## src/rtl/fcvt_pipe.sv

```systemverilog
// Three-stage pipelined int<->IEEE-754 single converter with tag passthrough.
// Stages: S1 decode, S2 normalise, S3 round/pack; all stages advance together.
module fcvt_pipe #(
  parameter int INT_W = 32,
  parameter int TAG_W = 5
) (
  input  logic             clk,
  input  logic             rstn,
  input  logic             in_valid,
  output logic             in_ready,
  input  logic             in_mode,
  input  logic [31:0]      in_data,
  input  logic [TAG_W-1:0] in_tag,
  input  logic             flush,
  output logic             out_valid,
  input  logic             out_ready,
  output logic [31:0]      out_data,
  output logic [TAG_W-1:0] out_tag,
  output logic             out_ovf
);

  localparam int          LW      = $clog2(INT_W);
  localparam logic [33:0] LIM     = 34'd1 << (INT_W - 1);
  localparam logic [31:0] POS_MAX = 32'(LIM - 34'd1);
  localparam logic [31:0] NEG_MIN = 32'(34'd0 - LIM);
  localparam logic [7:0]  BIG_EXP = 8'(127 + INT_W);

  logic adv;
  assign adv      = ~out_valid | out_ready;
  assign in_ready = adv;

  // ---------------- S1 decode ----------------
  logic [INT_W-1:0] s1_x;
  logic [INT_W-1:0] s1_mag_next;
  logic [LW-1:0]    s1_lead_next;
  logic             s1_sign_next, s1_zero_next, s1_nan_next, s1_big_next;

  logic             s1_valid_reg, s1_mode_reg, s1_sign_reg, s1_zero_reg, s1_nan_reg, s1_big_reg;
  logic [TAG_W-1:0] s1_tag_reg;
  logic [INT_W-1:0] s1_mag_reg;
  logic [LW-1:0]    s1_lead_reg;
  logic [7:0]       s1_exp_reg;
  logic [22:0]      s1_man_reg;

  always_comb begin
    s1_x = in_data[INT_W-1:0];
    // Unsigned INT_W-bit magnitude holds 2^(INT_W-1) for the most negative input.
    s1_mag_next = s1_x[INT_W-1] ? -s1_x : s1_x;
    s1_lead_next = '0;
    for (int i = 0; i < INT_W; i++) begin
      if (s1_mag_next[i]) s1_lead_next = LW'(i);
    end
    s1_sign_next = in_mode ? in_data[31] : s1_x[INT_W-1];
    s1_nan_next  = (in_data[30:23] == 8'hFF) && (in_data[22:0] != 23'd0);
    s1_big_next  = (in_data[30:23] >= BIG_EXP) && !s1_nan_next;
    // Denormals (exp 0) fall under |x| < 0.5 and flush to zero.
    s1_zero_next = in_mode ? (in_data[30:23] < 8'd126) : (s1_x == '0);
  end

  // ---------------- S2 normalise ----------------
  logic [30:0] s2_norm;
  logic [5:0]  s2_fsh;
  logic [33:0] s2_ih;

  logic             s2_valid_reg, s2_mode_reg, s2_sign_reg, s2_zero_reg, s2_nan_reg, s2_big_reg;
  logic [TAG_W-1:0] s2_tag_reg;
  logic [22:0]      s2_frac_reg;
  logic             s2_guard_reg, s2_sticky_reg;
  logic [7:0]       s2_exp_reg;
  logic [32:0]      s2_int_reg;
  logic             s2_half_reg;

  always_comb begin
    // Leading one moved to bit 31; the hidden bit is dropped by the 31-bit truncation.
    s2_norm = 31'(32'(s1_mag_reg) << (5'd31 - 5'(s1_lead_reg)));
    // Shift by exp-126 so the binary point lands between bit 24 and bit 23 of {1,man}.
    s2_fsh  = 6'(s1_exp_reg - 8'd126);
    s2_ih   = 34'(({33'd0, 1'b1, s1_man_reg} << s2_fsh) >> 23);
  end

  // ---------------- S3 round / pack ----------------
  logic        s3_rup;
  logic [23:0] s3_frac_r;
  logic [7:0]  s3_exp_r;
  logic [33:0] s3_mag;
  logic        s3_sat;
  logic [31:0] s3_data_next;
  logic        s3_ovf_next;

  always_comb begin
    s3_rup    = s2_guard_reg & (s2_sticky_reg | s2_frac_reg[0]);
    s3_frac_r = {1'b0, s2_frac_reg} + {23'd0, s3_rup};
    s3_exp_r  = s2_exp_reg + {7'd0, s3_frac_r[23]};
    s3_mag    = {1'b0, s2_int_reg} + {33'd0, s2_half_reg};
    s3_sat    = s2_big_reg || (s2_sign_reg ? (s3_mag > LIM) : (s3_mag > LIM - 34'd1));
    s3_data_next = '0;
    s3_ovf_next  = 1'b0;
    if (!s2_mode_reg) begin
      if (!s2_zero_reg) s3_data_next = {s2_sign_reg, s3_exp_r, s3_frac_r[22:0]};
    end else if (!s2_zero_reg) begin
      if (s2_nan_reg) begin
        s3_data_next = POS_MAX;
        s3_ovf_next  = 1'b1;
      end else if (s3_sat) begin
        s3_data_next = s2_sign_reg ? NEG_MIN : POS_MAX;
        s3_ovf_next  = 1'b1;
      end else begin
        s3_data_next = s2_sign_reg ? 32'(~s3_mag + 34'd1) : s3_mag[31:0];
      end
    end
  end

  always_ff @(posedge clk or negedge rstn) begin
    if (!rstn) begin
      s1_valid_reg  <= 1'b0;
      s2_valid_reg  <= 1'b0;
      out_valid     <= 1'b0;
      s1_mode_reg   <= 1'b0;
      s1_sign_reg   <= 1'b0;
      s1_zero_reg   <= 1'b0;
      s1_nan_reg    <= 1'b0;
      s1_big_reg    <= 1'b0;
      s1_tag_reg    <= '0;
      s1_mag_reg    <= '0;
      s1_lead_reg   <= '0;
      s1_exp_reg    <= '0;
      s1_man_reg    <= '0;
      s2_mode_reg   <= 1'b0;
      s2_sign_reg   <= 1'b0;
      s2_zero_reg   <= 1'b0;
      s2_nan_reg    <= 1'b0;
      s2_big_reg    <= 1'b0;
      s2_tag_reg    <= '0;
      s2_frac_reg   <= '0;
      s2_guard_reg  <= 1'b0;
      s2_sticky_reg <= 1'b0;
      s2_exp_reg    <= '0;
      s2_int_reg    <= '0;
      s2_half_reg   <= 1'b0;
      out_data      <= '0;
      out_tag       <= '0;
      out_ovf       <= 1'b0;
    end else begin
      if (flush) begin
        s1_valid_reg <= 1'b0;
        s2_valid_reg <= 1'b0;
        out_valid    <= 1'b0;
      end else if (adv) begin
        s1_valid_reg <= in_valid;
        s2_valid_reg <= s1_valid_reg;
        out_valid    <= s2_valid_reg;
      end
      if (adv) begin
        s1_mode_reg   <= in_mode;
        s1_sign_reg   <= s1_sign_next;
        s1_zero_reg   <= s1_zero_next;
        s1_nan_reg    <= s1_nan_next;
        s1_big_reg    <= s1_big_next;
        s1_tag_reg    <= in_tag;
        s1_mag_reg    <= s1_mag_next;
        s1_lead_reg   <= s1_lead_next;
        s1_exp_reg    <= in_data[30:23];
        s1_man_reg    <= in_data[22:0];
        s2_mode_reg   <= s1_mode_reg;
        s2_sign_reg   <= s1_sign_reg;
        s2_zero_reg   <= s1_zero_reg;
        s2_nan_reg    <= s1_nan_reg;
        s2_big_reg    <= s1_big_reg;
        s2_tag_reg    <= s1_tag_reg;
        s2_frac_reg   <= s2_norm[30:8];
        s2_guard_reg  <= s2_norm[7];
        s2_sticky_reg <= |s2_norm[6:0];
        s2_exp_reg    <= 8'd127 + 8'(s1_lead_reg);
        s2_int_reg    <= s2_ih[33:1];
        s2_half_reg   <= s2_ih[0];
        out_data      <= s3_data_next;
        out_tag       <= s2_tag_reg;
        out_ovf       <= s3_ovf_next;
      end
    end
  end

endmodule

```

## config.mk

```make
export PLATFORM = sky130hd
export DESIGN_NAME = fcvt_pipe
export DESIGN_NICKNAME = d
export VERILOG_FILES = /design/src/rtl/fcvt_pipe.sv
export SDC_FILE = /design/constraint.sdc
export NUM_CORES = 1
export LEC_CHECK = 0
export CORE_ASPECT_RATIO = 2
export CORE_MARGIN = 3
export CORE_UTILIZATION = 40
export CTS_CLUSTER_SIZE = 12
export DETAILED_ROUTE_END_ITERATION = 8
export MAX_ROUTING_LAYER = met4
export PLACE_DENSITY_LB_ADDON = 0.12
export SYNTH_ARGS = -nofsm -noshare
export SYNTH_HDL_FRONTEND = slang
export SYNTH_SLANG_ARGS = --single-unit
```

## constraint.sdc

```tcl
create_clock -name clk -period 3 [get_ports clk]
set_input_delay 0.75 -clock clk [delete_from_list [all_inputs] [get_ports clk]]
set_output_delay 0.75 -clock clk [all_outputs]
set_load 0.03 [all_outputs]
```

==> results of run 1 <==
cell usage after synthesis, types with 6 or more instances:
library cell  count  area share [%]
nand2_1         366             9.4
dfrtp_1         192              33
nor2_1          152             3.9
o21ai_0         139             4.7
a21oi_1         126             4.3
clkbuf_1         99             2.5
nand3_1          69             2.4
xnor2_1          67             4.0
xor2_1           55             3.3
mux2i_1          50             3.4
o21ai_1          34             1.2
inv_1            29            0.74
mux4_2           29             4.5
nand4_1          28             1.2
nor3_1           26            0.89
and3_1           24             1.0
o31ai_1          22             1.1
nor4_1           20            0.85
buf_2            19            0.65
nor2b_1          19            0.81
buf_1            17            0.44
a211oi_1         16            0.82
mux2_2           15             1.2
a221oi_1         13            0.78
a31oi_1          13            0.56
and4_1           12            0.72
nand2b_1         12            0.51
and2_1           11            0.47
ha_1             11            0.94
or3_1            11            0.47
o22ai_1          10            0.43
o41ai_1          10            0.60
a32oi_1           9            0.54
or4_1             8            0.41
a22o_1            7            0.42
buf_4             7            0.36
o211ai_1          7            0.36
o21a_1            7            0.36
a21o_1            6            0.31
or2_2             6            0.26
routing by layer:
metal	vias up	track usage, %	wire length (um)
met5	-	-	0
met4	0	19.8	4510
met3	196	2.42	1370
met2	452	54.8	31300
met1	7167	27.2	18600
li1	7222	-	-
area by class of cell:
cell class                      count  area [sq um]  area share (%)
Clock buffer                       17           425            2.12
Clock inverter                     15           189           0.942
Inverter                           33           126           0.630
Multi-Input combinational cell   1487         10200            50.9
Sequential cell                   192          4810            24.0
Tap cell                          450           563            2.81
Timing Repair Buffer              431          3740            18.7
cells by family after synthesis:
logic type                 after synthesis  synth area share (%)
xor gates and xnor gates               123                  7.48
and+or+nand+nor                        794                  25.3
muxes                                   94                  9.03
buffers and inverters                  178                  5.06
DFF                                    192                  32.8
AOI/OAI and AO/OA                      464                  19.4
adders and majority gates               11                 0.940
placed cells by master (no fill, tap or decap), types with 10 or more instances in the layout:
master and instances:
dfrtp_1 190, nand3_1 65, buf_6 23, nor3_1 19, mux4_2 29, inv_1 25
o31ai_1 15, clkdlybuf4s50_1 63, o21ai_1 30, or3_1 11, mux2i_1 48, nor2_1 147
a21oi_1 98, a21oi_2 16, xor2_1 49, buf_12 12, xnor2_1 58, o21ai_0 134
buf_4 308, a221oi_1 13, clkbuf_16 18, and3_1 24, nand2_1 362, a21oi_4 13
nand4_1 28, nand2b_1 11, nor2b_1 17, nor4_1 11, mux2_2 15, o22ai_1 10
a211oi_1 15
power breakdown:
group / switching, mW / internal (mW)
Sequential: 0.441 / 2.99
Clock: 1.23 / 1.14
Combinational: 2.67 / 2.16
Total: 4.34 / 6.29
through the flow:
| stage | hold WS [ns] | area [sq um] | utilization (%) | worst slack, ns | instances |
|---|---|---|---|---|---|
| 3_5_place_dp | 0.454 | 17900 | 49.8 | -0.792 | 2546 |
| 4_1_cts | 0.171 | 19500 | 54.2 | -0.144 | 2607 |
| 3_3_place_gp | 0.450 | 17900 | 49.8 | -0.773 | 2546 |
| 2_1_floorplan | 0.439 | 14700 | - | -0.136 | 1856 |
| 6_report | 0.167 | 20100 | 55.8 | -0.195 | 2625 |
| 5_1_grt | 0.178 | 20100 | 55.8 | -0.278 | 2625 |
worst paths after layout:
kind                                 endpoint  slack [ns]  depth (start not counted)
worst min register to register     out_tag[2]        0.47                          2
worst min-delay path              out_data[0]        0.17                          1
max in group asynchronous       s2_int_reg[3]        2.05                          2
worst max-delay path             out_data[25]       -0.20                         14
worst max register to register   out_data[25]       -0.20                         14
min in group clk                   out_tag[2]        0.47                          2
critical path: cells and delay by family, from the launching register on:
kind,cells,cell delay [ns]
buffers and inverters,3,0.34
adders and majority gates,2,0.36
DFF,1,0.37
AOI/OAI and AO/OA,1,0.10
and+or+nand+nor,8,1.96
timing repair:
| action | CTS | global route |
|---|---|---|
| buffers inserted | 27 | 20 |
| pin swaps | 79 | 51 |
| setup endpoints to repair | 41 | 38 |
| gates cloned | 4 | 1 |
| gates resized for setup | 175 | 97 |
==> run_results.csv, run 1 <==
group,metric,value,unit
run_status,status,"finished, violations left",
run_status,violations,"negative setup slack",
global_route,grt_pass1_vias,15263,
sta,fin_crit_sh,107,%
clock_network,cts-buffers-inserted,17,
placement,place.gp.congestion,0.969,
die,die_w,141,um
finish,diodes,0,
hold_path,hp-class,"input pin to asynchronous set/reset pin",
global_route,antenna_found_initial,0,
finish,fin_nets,2216,
sta,rsz0062_at_grt,"yes",
logic_synthesis,synth-edff-count,0,
sta,finalClockSkew,0.0196,ns
detailed_routing,ant_nets,0,
sta,clock.fmax,313,MHz
die,design.die.area,39100,sq um
detailed_routing,wl_per_cell,21.3,um
worst_setup_path,critPathLaunch,"s2_half_reg",
detailed_routing,drt_wl_total,55.8,mm
pwr,power_leakage,8.60,nW
logic_synthesis,ys_seq_area_share,32.8,%
global_route,grt_overflow,0,
logic_synthesis,postSynthCellCount,1856,
sta,final_hold_viol_count,0,
sta,tns,-3.54,ns
pwr,ir_worst_vdd,0.000444,V
finish,drive_above_1_share,27.9,%
logic_synthesis,syn-cell-area,14600,sq um
detailed_routing,drt_drc_violations_left,0,
sta,drv_slew,0,
logic_synthesis,synthFlopType,"dfrtp_1",
detailed_routing,vias_per_cell,5.73,
pwr,cellPowerDensity,530,nW/um^2
clock_network,cts_hold_buf,0,
die,io_pins,83,
worst_setup_path,cp_max_fo,4,
clock_network,cts_tree,"built",
logic_synthesis,synth_nets,1910,
clock_network,cts_sinks,192,
placement,hpwl,43.4,mm
worst_setup_path,crit_chain,"ha_2 > ha_4 > and4_4 > buf_6 > nand4_1 > or4b_1 > nand2_2 > buf_6 > nand4_1 > nor3_4 > buf_4 > a41oi_2 > or4_1 > nand3_1",
worst_setup_path,critPathKind,"flip-flop to flip-flop",
clock_network,clk_path_buf_depth,2,
detailed_routing,drt_iter0_drc,805,
worst_setup_path,cp_slowest_cell,"or4_1",
global_route,grt_use_total,29.1,%
clock_network,insertion_delay,0.47,ns
die,start_util,40.8,%
logic_synthesis,yosysWarnings,0,
finish,nFillCells,3394,
detailed_routing,drt-pass1-iter-count,6,
placement,port_buffers,82,
worst_setup_path,slowest_delay,0.55,ns
clock_network,htreeDepth,4,
die,rows,98,
logic_synthesis,synth-seq-cells,192,
worst_setup_path,required,3.40,ns
finish,areaGrowthSynthToFinish,37.0,%
finish,largest_reg_flops,33,
global_route,grt_max_degree,145,
die,die_h,277,um
worst_setup_path,worstPathArrival,3.59,ns
sta,setup_ws,-0.195,ns
sta,min_period,3.20,ns
logic_synthesis,ys_types,83,
sta,tightest_slew,1.06,ns
clock_network,root_buffer,"clkbuf_16",
flow_run,cap_violations,0,
detailed_routing,vias,15037,
logic_synthesis,async_reset_ff_share,100,%
global_route,grt_first_pass_wirelength,86.0,mm
logic_synthesis,avgSynthCellArea,7.89,sq um
worst_setup_path,cp-end-kind,"flip-flop",
clock_network,path_clk_slew,0.09,ns
sta,setup_viol,33,
pwr,p_total,10.6,mW
worst_setup_path,reg2reg_from,"s2_half_reg",
sta,slew-limit-headroom,29.2,%
worst_setup_path,cp-start-kind,"flip-flop",
die,core_area,35900,sq um
Note: power is estimated with default switching activity, not from simulation.
==> run 2: changes to the inputs <==
- CELL_PAD_IN_SITES_DETAIL_PLACEMENT: default -> 0
- CELL_PAD_IN_SITES_GLOBAL_PLACEMENT: default -> 1
==> run_results.csv, run 2 (synthesis gave the netlist of run 1 again) <==
group,metric,value,unit
run_status,status,"finished, violations left",
run_status,violations,"negative setup slack",
worst_setup_path,slowest_delay,0.56,ns
worst_setup_path,cp-end-kind,"flip-flop",
worst_setup_path,cp_slowest_cell,"or4b_4",
pwr,power_leakage,8.46,nW
placement,dp_cells,2546,
clock_network,path_clk_slew,0.08,ns
sta,hold_ws,0.253,ns
hold_path,hp-class,"input pin to asynchronous set/reset pin",
detailed_routing,vias,14879,
sta,min_period,3.22,ns
placement,place.gp.congestion,0.966,
sta,finalClockSkew,0.0169,ns
clock_network,insertion_delay,0.46,ns
die,rows,98,
sta,drv_slew,0,
sta,rsz0062_at_grt,"yes",
clock_network,htreeDepth,4,
finish,final_common_cell,"nand2_1",
detailed_routing,drt-pass1-iter-count,5,
worst_setup_path,critPathKind,"flip-flop to flip-flop",
sta,clock.fmax,310,MHz
worst_setup_path,cp_max_fo,7,
pwr,cellPowerDensity,534,nW/um^2
detailed_routing,wl_per_cell,21.0,um
die,die_h,277,um
pwr,p_total,10.6,mW
sta,final_hold_viol_count,0,
clock_network,cts_hold_buf,0,
flow_run,cap_violations,0,
clock_network,root_buffer,"clkbuf_16",
worst_setup_path,cp-start-kind,"flip-flop",
die,io_pins,83,
global_route,grt_overflow,0,
clock_network,cts_sinks,192,
placement,port_buffers,82,
detailed_routing,drt_iter0_drc,824,
global_route,grt_max_degree,145,
worst_setup_path,path_delay_family,"simple AND/OR/NAND/NOR gates",
die,die_w,141,um
finish,nFillCells,3454,
global_route,grt_first_pass_wirelength,84.6,mm
worst_setup_path,required,3.35,ns
global_route,grt_pass1_vias,15166,
detailed_routing,vias_per_cell,5.68,
sta,setup_viol,34,
finish,fin_nets,2212,
finish,areaGrowthSynthToFinish,35.2,%
worst_setup_path,crit_chain,"ha_4 > ha_4 > and4_4 > buf_6 > nand4_1 > or4b_4 > nand2_4 > nand4_1 > nor3_2 > a41o_2 > buf_12 > mux2i_1 > a221o_1",
finish,fin_area,19800,sq um
worst_setup_path,crit_buf_inv,2,
sta,slew-limit-headroom,33.2,%
clock_network,cts-buffers-inserted,17,
detailed_routing,drt_wl_total,55.1,mm
sta,tightest_slew,1.00,ns
die,core_area,35900,sq um
detailed_routing,drt_drc_violations_left,0,
sta,setup_ws,-0.225,ns
clock_network,clk_path_buf_depth,2,
finish,diodes,0,
global_route,grt_use_total,28.6,%
finish,mostFrequentLayoutCells,"nand2_1 (362), buf_4 (314), dfrtp_1 (188), nor2_1 (150), o21ai_0 (130)",
placement,detailedPlace.worstSlack,-0.832,ns
placement,place_area,17900,sq um
finish,drive_above_1_share,27.3,%
global_route,antenna_found_initial,0,
clock_network,cts_tree,"built",
finish,final_cells,2621,
finish,largest_reg_flops,33,
die,start_util,40.8,%
die,design.die.area,39100,sq um
placement,hpwl,43.5,mm
detailed_routing,ant_nets,0,
worst_setup_path,worstPathArrival,3.57,ns
pwr,ir_worst_vdd,0.000421,V
sta,fin_crit_sh,107,%
==> run 2: cell types whose count changed in the layout (fill, tap and decap cells not counted), moves of 4 or more <==
cell / before / now
o21ai_0: 134 / 130
buf_4: 308 / 314
buf_6: 23 / 14
nor4_4: 5 / 1
clkbuf_16: 18 / 22
buf_2: 2 / 6
==> run 2: metrics by stage <==
stage	util [%]	TNS, ns
floorplan	-	-0.521
global placement	49.9	-19.80
global route	55.1	-7.57
detailed placement	49.9	-20.96
finish	55.1	-4.11
CTS	53.5	-1.35
==> run 2: worst register-to-register path: cells and delay by family (launching register included) <==
family          cells  cell delay [ns]
simple gates        6             1.40
compound gates      2             0.62
flops               1             0.41
fa+ha+maj           2             0.34
buf+inv             2             0.26
mux                 1             0.08
==> run 2: final cells by class <==
cell class / instances / area, sq um / area share [%]
Sequential cell: 192 / 4810 / 24.3
Clock inverter: 14 / 176 / 0.891
Clock buffer: 18 / 439 / 2.22
Timing Repair Buffer: 428 / 3680 / 18.6
Multi-Input combinational cell: 1486 / 10000 / 50.6
Inverter: 33 / 126 / 0.638
Tap cell: 450 / 563 / 2.84
==> run 2: metal layers <==
metal	share of wire, %	vias to the layer above	track usage, %
met5	0	-	-
met4	8.0	0	18.8
met3	2.5	194	2.38
met2	56	408	54.2
met1	33	7071	26.7
li1	-	7206	-
==> run 2: repair_timing <==
item / 4_1_cts / 5_1_grt
resized for setup: 135 / 99
setup endpoints to repair: 42 / 45
pin swaps: 54 / 63
buffers inserted: 29 / 16
cloned: 2 / 5
==> run 2: report_power, final <==
group	leakage, nW	switching, mW	internal, mW
sequential	2.30	0.469	2.99
combinational	5.86	2.59	2.15
clock	0.298	1.22	1.16
==> run 2: final timing paths <==
path	start	end	slack, ns	cells past startpoint
min reg2reg	s1_tag_reg[1]	s1_tag_reg[1]	0.47	2
min in group clk	s1_tag_reg[1]	s1_tag_reg[1]	0.47	2
max reg2reg	s2_half_reg	out_data[14]	-0.22	13
max in group asynchronous	rstn	s1_exp_reg[0]	1.97	2
min	rstn	s2_int_reg[21]	0.25	1
max	s2_half_reg	out_data[14]	-0.22	13
==> run 3: changes to the inputs <==
- RECOVER_POWER: default -> 100
==> run_results.csv, run 3 (synthesis gave the netlist of run 1 again) <==
group,metric,value,unit
clock_network,cts_sinks,192,
die,core_area,35900,sq um
sta,clock.fmax,310,MHz
finish,final_common_cell,"nand2_1",
worst_setup_path,cp_max_fo,7,
finish,postLayoutCoreUtil,54.9,%
die,die_h,277,um
sta,setup_viol,34,
detailed_routing,vias_per_cell,5.67,
hold_path,min-delay-start,"out_tag[3]",
sta,final_hold_viol_count,0,
global_route,grt_pass1_vias,15166,
detailed_routing,drt_wl_total,55.1,mm
worst_setup_path,worstPathArrival,3.58,ns
detailed_routing,drt-pass1-iter-count,5,
sta,tns,-4.24,ns
run_status,status,"finished, violations left",
detailed_routing,wl_per_cell,21.0,um
finish,largest_reg_flops,33,
detailed_routing,drt_iter0_drc,826,
pwr,cellPowerDensity,533,nW/um^2
global_route,grt_use_total,28.6,%
sta,rsz0062_at_grt,"yes",
finish,diodes,0,
die,die_w,141,um
worst_setup_path,cp-start-kind,"flip-flop",
worst_setup_path,reg2regPathDepth,13,
die,rows,98,
worst_setup_path,critPathKind,"flip-flop to flip-flop",
clock_network,cts-buffers-inserted,17,
clock_network,insertion_delay,0.46,ns
sta,min_period,3.23,ns
clock_network,htreeDepth,4,
detailed_routing,ant_nets,0,
die,start_util,40.8,%
flow_run,cap_violations,2,
clock_network,path_clk_slew,0.09,ns
finish,fin_nets,2212,
global_route,grt_overflow,0,
global_route,antenna_found_initial,0,
hold_path,hp-class,"flip-flop to flip-flop",
finish,mostFrequentLayoutCells,"nand2_1 (362), buf_4 (303), dfrtp_1 (189), nor2_1 (150), o21ai_0 (130)",
placement,hpwl,43.5,mm
run_status,violations,"max-capacitance violations, max-slew violations, negative setup slack",
clock_network,cts_tree,"built",
hold_path,hold_end,"out_tag[3]",
detailed_routing,vias,14854,
sta,finalClockSkew,0.0149,ns
die,design.die.area,39100,sq um
worst_setup_path,r2r-end,"out_data[14]",
die,io_pins,83,
sta,fin_crit_sh,108,%
clock_network,clk_path_buf_depth,2,
worst_setup_path,cp-end-kind,"flip-flop",
detailed_routing,drt_drc_violations_left,0,
sta,tightest_slew,1.69,ns
pwr,ir_worst_vdd,0.000421,V
placement,port_buffers,82,
hold_path,hold_depth,2,
pwr,power_leakage,8.44,nW
finish,final_cells,2621,
clock_network,cts_hold_buf,0,
placement,place.gp.congestion,0.966,
pwr,p_total,10.5,mW
sta,slew-limit-headroom,-12.8,%
worst_setup_path,required,3.35,ns
sta,drv_slew,209,
clock_network,root_buffer,"clkbuf_16",
global_route,grt_max_degree,145,
finish,areaGrowthSynthToFinish,34.6,%
finish,drive_above_1_share,26.6,%
worst_setup_path,r2r_setup_slack,-0.23,ns
sta,setup_ws,-0.229,ns
global_route,grt_first_pass_wirelength,84.6,mm
worst_setup_path,reg2reg_from,"s2_half_reg",
placement,dp_cells,2546,
[run 3: worst max-delay path by stage]
stage / from / end / slack (ns) / depth (start not counted)
4_1_cts: s2_int_reg[0] / out_data[26] / -0.12 / 14
5_1_grt: s2_half_reg / out_data[25] / -0.31 / 13
2_1_floorplan: in_data[17] / s1_lead_reg[4] / -0.14 / 9
3_5_place_dp: in_data[5] / s1_lead_reg[0] / -0.83 / 12
6_report: s2_half_reg / out_data[14] / -0.23 / 13
3_3_place_gp: in_data[5] / s1_lead_reg[1] / -0.82 / 10
[run 3: timing repair]
action                                  4_1_cts  5_1_grt
setup buffers                                29       16
pin swaps                                    54       63
cloned                                        2        5
gates resized for setup                     135       99
endpoints found under the setup margin       42       45
[run 3: layout make-up]
class                           instances  area (sq um)
Clock buffer                           18           439
Timing Repair Buffer                  428          3590
Tap cell                              450           563
Inverter                               33           126
Sequential cell                       192          4810
Clock inverter                         14           176
Multi-Input combinational cell       1486         10000
Fill cell                            3471         16200
[run 3: worst max-delay path, cell delays in order, from the launching register on]
cell and delay (ns):
dfrtp_1 0.41, ha_4 0.17, ha_4 0.17, and4_4 0.25, buf_6 0.11, nand4_1 0.12, or4b_4 0.56, nand2_4 0.08
nand4_1 0.14, nor3_2 0.25, a41o_2 0.29, buf_12 0.15, mux2i_1 0.08, a221o_1 0.33
[run 3: routing by layer]
metal / GRT usage, % / vias up / share of wire [%]
met1: 26.7 / 7063 / 34
li1: - / 7216 / -
met3: 2.38 / 190 / 2.4
met2: 54.2 / 385 / 56
met4: 18.8 / 0 / 8.0
met5: - / - / 0
[run 3: stage by stage]
stage | area [sq um] | setup WS, ns | hold WS (ns)
6_report | 19700 | -0.229 | 0.470
5_1_grt | 19700 | -0.314 | 0.497
4_1_cts | 19200 | -0.116 | 0.268
3_5_place_dp | 17900 | -0.832 | 0.456
3_3_place_gp | 17900 | -0.816 | 0.449
2_1_floorplan | 14700 | -0.136 | 0.439
[run 3: power breakdown]
group          switching [mW]  total, mW  internal (mW)  leakage [nW]
Combinational            2.58       4.67           2.09          5.85
Clock                    1.22       2.38           1.16         0.298
Sequential              0.463       3.45           2.99          2.30
